`src/rtl/scan_decoder_pkg.sv`:
```
// -----------------------------------------------------------------------------
// scan_decoder_pkg
//   Shared types and constants for the scan_decoder block.
//   - state_t     : controller state (IDLE, DIRECT, SCAN)
//   - MODE_DIRECT : mode input value selecting decode of the accepted select
//   - MODE_SCAN   : mode input value selecting the autonomous output walk
// -----------------------------------------------------------------------------
package scan_decoder_pkg;

    typedef enum logic [1:0] {
        IDLE   = 2'd0,
        DIRECT = 2'd1,
        SCAN   = 2'd2
    } state_t;

    localparam logic MODE_DIRECT = 1'b0;
    localparam logic MODE_SCAN   = 1'b1;

endpackage

```
`src/rtl/scan_decoder_if.sv`:
```
// -----------------------------------------------------------------------------
// scan_decoder_if
//   Select-transfer port of the scan_decoder.
//   Handshake: a transfer happens on every rising clk edge where sel_valid and
//   sel_ready are both high; sel is sampled on that edge. The master holds
//   sel stable while sel_valid is high and may assert sel_valid on any cycle;
//   sel_ready is combinational and may drop without a transfer.
//   Signals:
//     sel_valid  master -> slave  select transfer valid
//     sel        master -> slave  select value (SEL_W bits)
//     sel_ready  slave  -> master select transfer ready
// -----------------------------------------------------------------------------
interface scan_decoder_if #(
    parameter int SEL_W = 2
) ();

    logic             sel_valid;
    logic             sel_ready;
    logic [SEL_W-1:0] sel;

    modport master (
        output sel_valid,
        output sel,
        input  sel_ready
    );

    modport slave (
        input  sel_valid,
        input  sel,
        output sel_ready
    );

endinterface

```
`src/rtl/scan_decoder_dwell_counter.sv`:
```
// -----------------------------------------------------------------------------
// dwell_counter
//   Free-running dwell counter for the scan walk. Counts up every cycle and
//   reloads to 0 when it reaches limit; step pulses for the cycle in which
//   count equals limit. limit is compared live, so a new value takes effect
//   at the next compare.
//   Ports:
//     clk    in   rising-edge clock
//     rst_n  in   asynchronous active-low reset
//     clear  in   synchronous clear; forces count to 0 and suppresses step
//     limit  in   DWELL_W-bit compare value
//     step   out  one-cycle pulse when count == limit (and not clear)
// -----------------------------------------------------------------------------
module dwell_counter #(
    parameter int DWELL_W = 4
) (
    input  logic               clk,
    input  logic               rst_n,
    input  logic               clear,
    input  logic [DWELL_W-1:0] limit,
    output logic               step
);

    logic [DWELL_W-1:0] count;
    logic               hit;

    assign hit  = (count == limit);
    assign step = hit & ~clear;

    always_ff @(posedge clk or negedge rst_n) begin
        if (!rst_n) begin
            count <= '0;
        end else if (clear || hit) begin
            count <= '0;
        end else begin
            count <= count + 1'b1;
        end
    end

endmodule

```
`src/rtl/scan_decoder.sv`:
```
// -----------------------------------------------------------------------------
// scan_decoder
//   Registered N-to-2^N one-hot decoder with enable, a valid/ready select port
//   and an autonomous scan mode that walks the outputs with a programmable
//   dwell time (each line held dwell+1 cycles).
//   Parameters:
//     SEL_W    select width; dout has 2**SEL_W lines
//     DWELL_W  width of the dwell field
//   Ports:
//     clk     in   rising-edge clock
//     rst_n   in   asynchronous active-low reset
//     en      in   block enable; 0 forces outputs idle
//     mode    in   MODE_DIRECT (decode accepted select) / MODE_SCAN (auto-walk)
//     dwell   in   scan hold; each output held dwell+1 cycles
//     sel_if  slave modport: sel_valid, sel, sel_ready
//     dout    out  registered one-hot output (all-zero when idle)
//     idx     out  registered index of the active dout line
//     wrap    out  registered one-cycle pulse on scan wrap-around
//     state   out  current controller state (debug)
//   Build option:
//     SCAN_DECODER_ACTLOW_EN  when defined, dout is active-low: idle/reset is
//                             all ones and the selected line is 0.
// -----------------------------------------------------------------------------
module scan_decoder
    import scan_decoder_pkg::*;
#(
    parameter int SEL_W   = 2,
    parameter int DWELL_W = 4
) (
    input  logic                  clk,
    input  logic                  rst_n,
    input  logic                  en,
    input  logic                  mode,
    input  logic [DWELL_W-1:0]    dwell,
    scan_decoder_if.slave         sel_if,
    output logic [2**SEL_W-1:0]   dout,
    output logic [SEL_W-1:0]      idx,
    output logic                  wrap,
    output state_t                state
);

    localparam int               N       = 2**SEL_W;
    localparam logic [SEL_W-1:0] IDX_MAX = SEL_W'(N - 1);

    state_t           state_q;
    state_t           state_d;
    logic [SEL_W-1:0] idx_q;
    logic [SEL_W-1:0] idx_d;
    logic [SEL_W-1:0] idx_inc;
    logic [N-1:0]     hot_q;
    logic [N-1:0]     hot_d;
    logic             wrap_q;
    logic             wrap_d;
    logic             take;
    logic             scan_run;
    logic             step;

    function automatic logic [N-1:0] onehot(input logic [SEL_W-1:0] i);
        logic [N-1:0] v;
        v    = '0;
        v[i] = 1'b1;
        return v;
    endfunction

    // Ready includes rst_n so that nothing looks acceptable while in reset.
    assign sel_if.sel_ready = en & (mode == MODE_DIRECT) & rst_n;
    assign take             = sel_if.sel_valid & sel_if.sel_ready;

    // The counter only runs while we stay in SCAN; any entry edge clears it so
    // the first line gets its full dwell+1 cycles.
    assign scan_run = (state_q == SCAN) && (state_d == SCAN);
    assign idx_inc  = idx_q + 1'b1;

    dwell_counter #(
        .DWELL_W (DWELL_W)
    ) u_dwell (
        .clk   (clk),
        .rst_n (rst_n),
        .clear (~scan_run),
        .limit (dwell),
        .step  (step)
    );

    // State register
    always_ff @(posedge clk or negedge rst_n) begin
        if (!rst_n) begin
            state_q <= IDLE;
        end else begin
            state_q <= state_d;
        end
    end

    // Next state and next registered outputs
    always_comb begin
        state_d = IDLE;
        idx_d   = idx_q;
        hot_d   = hot_q;
        wrap_d  = 1'b0;

        // en has priority over mode.
        if (!en) begin
            state_d = IDLE;
        end else if (mode == MODE_SCAN) begin
            state_d = SCAN;
        end else begin
            state_d = DIRECT;
        end

        case (state_d)
            IDLE: begin
                idx_d = '0;
                hot_d = '0;
            end
            DIRECT: begin
                // Without a transfer the last value (scan or direct) holds.
                if (take) begin
                    idx_d = sel_if.sel;
                    hot_d = onehot(sel_if.sel);
                end
            end
            SCAN: begin
                if (!scan_run) begin
                    idx_d = '0;
                    hot_d = onehot('0);
                end else if (step) begin
                    idx_d  = idx_inc;
                    hot_d  = onehot(idx_inc);
                    wrap_d = (idx_q == IDX_MAX);
                end
            end
            default: begin
                idx_d = '0;
                hot_d = '0;
            end
        endcase
    end

    // Output registers
    always_ff @(posedge clk or negedge rst_n) begin
        if (!rst_n) begin
            idx_q  <= '0;
            hot_q  <= '0;
            wrap_q <= 1'b0;
        end else begin
            idx_q  <= idx_d;
            hot_q  <= hot_d;
            wrap_q <= wrap_d;
        end
    end

`ifdef SCAN_DECODER_ACTLOW_EN
    assign dout = ~hot_q;
`else
    assign dout = hot_q;
`endif

    assign idx   = idx_q;
    assign wrap  = wrap_q;
    assign state = state_q;

endmodule

```
`src/flat_wrapper.sv`:
```
// flat-port wrapper written by rule: the top's interface ports become plain ports
module scan_decoder_flat import scan_decoder_pkg::*;
#(
    parameter int SEL_W   = 2,
    parameter int DWELL_W = 4
)
  (clk, rst_n, en, mode, dwell, dout, idx, wrap, state, sel_if_sel_valid, sel_if_sel, sel_if_sel_ready);
  scan_decoder_if #(.SEL_W(SEL_W)) sel_if_i ();
  input  logic clk;
  input  logic rst_n;
  input  logic en;
  input  logic mode;
  input  logic [DWELL_W-1:0] dwell;
  output logic [2**SEL_W-1:0] dout;
  output logic [SEL_W-1:0] idx;
  output logic wrap;
  output state_t state;
  input wire logic [$bits(sel_if_i.sel_valid)-1:0] sel_if_sel_valid;
  input wire logic [$bits(sel_if_i.sel)-1:0] sel_if_sel;
  output wire logic [$bits(sel_if_i.sel_ready)-1:0] sel_if_sel_ready;
  assign sel_if_i.sel_valid = sel_if_sel_valid;
  assign sel_if_i.sel = sel_if_sel;
  assign sel_if_sel_ready = sel_if_i.sel_ready;
  scan_decoder #(.SEL_W(SEL_W), .DWELL_W(DWELL_W)) u_core (.clk(clk), .rst_n(rst_n), .en(en), .mode(mode), .dwell(dwell), .sel_if(sel_if_i), .dout(dout), .idx(idx), .wrap(wrap), .state(state));
endmodule
```
`config.mk`:
```
export PLATFORM = sky130hd
export DESIGN_NAME = scan_decoder_flat
export DESIGN_NICKNAME = d
export VERILOG_FILES = /design/src/rtl/scan_decoder_pkg.sv /design/src/rtl/scan_decoder_if.sv /design/src/rtl/scan_decoder_dwell_counter.sv /design/src/rtl/scan_decoder.sv /design/src/flat_wrapper.sv
export SDC_FILE = /design/constraint.sdc
export NUM_CORES = 1
export LEC_CHECK = 0
export ABC_AREA = 1
export ABC_CLOCK_PERIOD_IN_PS = 1190
export BUFFER_PORTS_ARGS = -buffer_cell sky130_fd_sc_hd__buf_2
export CAP_MARGIN = 10
export CORE_UTILIZATION = 46
export CTS_CLUSTER_DIAMETER = 80
export CTS_CLUSTER_SIZE = 14
export DETAILED_ROUTE_END_ITERATION = 10
export PLACE_DENSITY = 0.74
export SYNTH_ARGS = -nofsm -noshare
export SYNTH_HDL_FRONTEND = slang
export SYNTH_HIERARCHICAL = 1
export SYNTH_SLANG_ARGS = --single-unit
export TNS_END_PERCENT = 1
```
`constraint.sdc`:
```
create_clock -name clk -period 1.19 [get_ports clk]
set_input_delay 0.238 -clock clk [delete_from_list [all_inputs] [get_ports clk]]
set_output_delay 0.238 -clock clk [all_outputs]
set_load 0.005 [all_outputs]
```
==> results.txt <==
The run finished, with violations left. In this run the tightest slew margin relative to its limit is 85.3%. The number of synthesis warnings is 6. The final reports fail on negative setup slack. Data arrives at the worst endpoint at 1.48 ns. The initial utilization of the core area, before any placement, comes to 52.0%. The deepest level of the CTS H-tree is 1.

The number of setup violations in the final report came out at 11. The area share of the leading cell type in the synthesized netlist came out at 39.7%. The design area came out at 0.00108 mm2.

The required time of the critical path came out at 1.35 ns. The tool flagged a number of max-cap violations equal to 0. The weighted congestion at the end of routability-driven global placement is 0.768. The peak supply drop came out at 0.596 mV. The net count after synthesis came out at 125.

In this run the vertical extent of the chip is 44.2 um. Synthesis inferred 13 register bits. The full die area came out at 0.00195 mm2.

The final critical path time including I/O delays and setup came out at 1.32 ns. The critical path goes through nand2_1, nand2_1, nor2_1, nand2_1, buf_4, buf_4, buf_4, nand2_4, nor2_1. The biggest area contributor in the post-synthesis netlist is sky130_fd_sc_hd__dfrtp_1. The number of global-route vias before repair is 709. The number of buffer and inverter instances along the worst setup path is 3. The part of the Yosys area used for sequential elements is 39.7%. The area used by multi-input combinational logic came out at 430 um2.

The overall routed net length came out at 1610 um. In the final layout, the share of cells above drive strength 1 is 31.7%. The post-route fraction of the period consumed by the critical path came out at 111%. The synthesized area per cell is 7.52 um2. The path type of the worst min-delay path is in -> reg. Input and output buffers added on the ports amount to 20. The total via count in the routed design came out at 749.

The die boundary width is 44.2 um. The clock transition at the registers of the reported paths is 0.07 ns. The worst-skew pair later-pin latency is 0.27 ns. The number of I/O pins came out at 21. The global-route wire length before repair is 2930 um.

The per-cell via count in the routed design is 4.65. The maximum clock skew at final layout came out at 0.00122 ns. The post-layout net count is 162. The slowest stage of the critical path is the sky130_fd_sc_hd__dfrtp_1 cell. The critical path start-end classification is reg -> reg. The internal reg-to-reg setup slack came out at -0.13 ns. The total area of sequential cells came out at 327 um2. The final-report max-slew violation count came out at 0. Counting every sink on the clock net gives 13.

The iteration-0 DRC count of the detailed router came out at 15. The delay of the slowest cell on the worst path came out at 0.40 ns. In this run the power density over the cells is 844 mW/mm2. The total count of hold-check failures in the final report is 0. The path length in cells of the critical path is 9. The worst hold path passes through 2 cells. Setup repair after global routing could not meet its margin everywhere. The final total power is 913 uW. The maximum fanout count along the critical path is 4. The cell area that synthesis handed to floorplanning was 820 um2. The maximum root-to-sink buffer count came out at 2.

For this run, the top clock speed supported by timing is 757 MHz. The final cell utilization of the core came out at 68.6%. For this run, design rule violations remaining after detail routing come to 0. Tracing the worst setup path back leads to its startpoint at u_core/u_dwell/count[0]$_DFF_PN0_. The analysis attributes to cell leakage a power of 0.000633 uW. The total of fill cells in the finished design is 138.

The reg-to-reg critical path startpoint is u_core/u_dwell/count[0]$_DFF_PN0_. The overall fraction of global-route tracks in use is 20.5%. The most critical setup path has its endpoint at u_core/u_dwell/count[2]$_DFF_PN0_. The critical path endpoint category is a register. The worst path setup slack after routing is -0.131 ns.

The area added between synthesis and finish is 31.9%. The number of distinct library cell variants in the gate-level netlist after synthesis came out at 16. The remaining global-route overflow came out at 0. On the critical path the largest part of the delay comes from simple AND/OR/NAND/NOR gates. The initial antenna violation count is 0. Entering global routing, the biggest net connects 14 pins.

TritonCTS built the clock tree. The length in cells of the worst reg-to-reg path is 9. STA classifies the critical path startpoint as a register. Clock tree synthesis inserted a total of 3 buffers. The tree is rooted in a sky130_fd_sc_hd__clkbuf_4.

The number of routed nets with antenna violations is 0. The pin slew with the least headroom to its limit came out at 0.220 ns. The number of cell rows is 14. In the post-synthesis netlist, the biggest area contributors are sky130_fd_sc_hd__dfrtp_1 (40%), sky130_fd_sc_hd__nand2_1 (20%), sky130_fd_sc_hd__inv_1 (8.2%). The first TritonRoute pass finished after 6 iterations. The core area is 0.00158 mm2.

Summing all placed instances gives a cell area of 0.00100 mm2. After detailed routing, the average wire length per cell comes to 10.0 um. The total half-perimeter wirelength after legalization and detailed placement came out at 1320 um. The number of instances in the synthesized netlist is 109. In this run the critical register-to-register path is captured at u_core/u_dwell/count[2]$_DFF_PN0_.

The number of antenna diodes in the final layout is 0.
[per-layer routing]
layer  global-route usage [%]  share of wire, %
met5                        0                 0
met2                     34.4                54
met4                     7.27              0.25
met1                     25.7                43
met3                     4.90               3.2
[final cells by class]
type	count	share of cell area, %
clock buffer	4	2.43
inverter	20	7.87
multi-input combinational	76	39.8
sequential	13	30.2
tap	16	1.85
timing repair buffer	32	17.8
[worst min path at each step]
| stage | to | from |
|---|---|---|
| floorplan | u_core/dout[0]$_DFFE_PN0P_ | rst_n |
| global placement | u_core/state[1]$_DFF_PN0_ | rst_n |
| detailed placement | u_core/state[1]$_DFF_PN0_ | rst_n |
| CTS | u_core/state[0]$_DFF_PN0_ | mode |
| global route | u_core/state[0]$_DFF_PN0_ | mode |
| finish | u_core/state[0]$_DFF_PN0_ | mode |
[cells in the final DEF (no fill, tap or decap), drive strengths merged]
master and instances:
nor3b 1, xor2 1, clkbuf 4, buf 31
ha 5, nand3 11, nor3 1, nor2 9
xnor2 1, dlygate4sd3 1, dfrtp 13, nand2 47
inv 20
[repair_timing]
action	in CTS	in global routing
pin swaps	6	4
gates resized for setup	1	4
endpoints found under the setup margin	7	11
buffers inserted	2	1
hold buffers	1	0
endpoints found under the hold margin	13	0
[power by group]
part | leakage, uW | total (uW) | internal (uW) | switching [uW]
clock | 0.0000150 | 262 | 130 | 133
sequential | 0.000175 | 475 | 459 | 15.8
combinational | 0.000443 | 176 | 75.3 | 100
total | 0.000633 | 913 | 664 | 249
[flip-flops by register name, summed over array words and instances (netlist names)]
register / flops
u_core/u_dwell/count: 4
u_core/idx: 2
u_core/wrap: 1
u_core/state: 2
u_core/dout: 4
[cell families (layout without fill, tap and decap cells)]
group,Yosys count,in the layout,synth area share [%]
and+or+nand+nor,69,69,40.8
buffers and inverters,20,56,9.77
DFF,13,13,39.7
adders and majority gates,5,5,7.63
xor gates and xnor gates,2,2,2.14
[cell usage after synthesis]
cell / number
sky130_fd_sc_hd__nand2_4: 2
sky130_fd_sc_hd__nand3_1: 10
sky130_fd_sc_hd__inv_1: 18
sky130_fd_sc_hd__xor2_1: 1
sky130_fd_sc_hd__nor2_4: 1
sky130_fd_sc_hd__nor3b_1: 1
sky130_fd_sc_hd__inv_4: 2
sky130_fd_sc_hd__nand2_2: 2
sky130_fd_sc_hd__nor2_8: 1
sky130_fd_sc_hd__nor2_1: 7
sky130_fd_sc_hd__nand3_4: 1
sky130_fd_sc_hd__nor3_1: 1
sky130_fd_sc_hd__dfrtp_1: 13
sky130_fd_sc_hd__xnor2_1: 1
sky130_fd_sc_hd__nand2_1: 43
sky130_fd_sc_hd__ha_1: 5
[per-stage QoR]
step / instances / TNS [ns] / hold WS (ns) / setup slack, ns
floorplan: 109 / -0.0438 / -0.0576 / -0.00730
global placement: 153 / -0.332 / 0.202 / -0.0660
detailed placement: 153 / -0.674 / 0.213 / -0.124
CTS: 160 / -0.780 / 0.199 / -0.125
global route: 161 / -2.70 / 0.206 / -0.268
finish: 161 / -1.14 / 0.210 / -0.131
No activity file was read; power rests on OpenSTA's default activity.
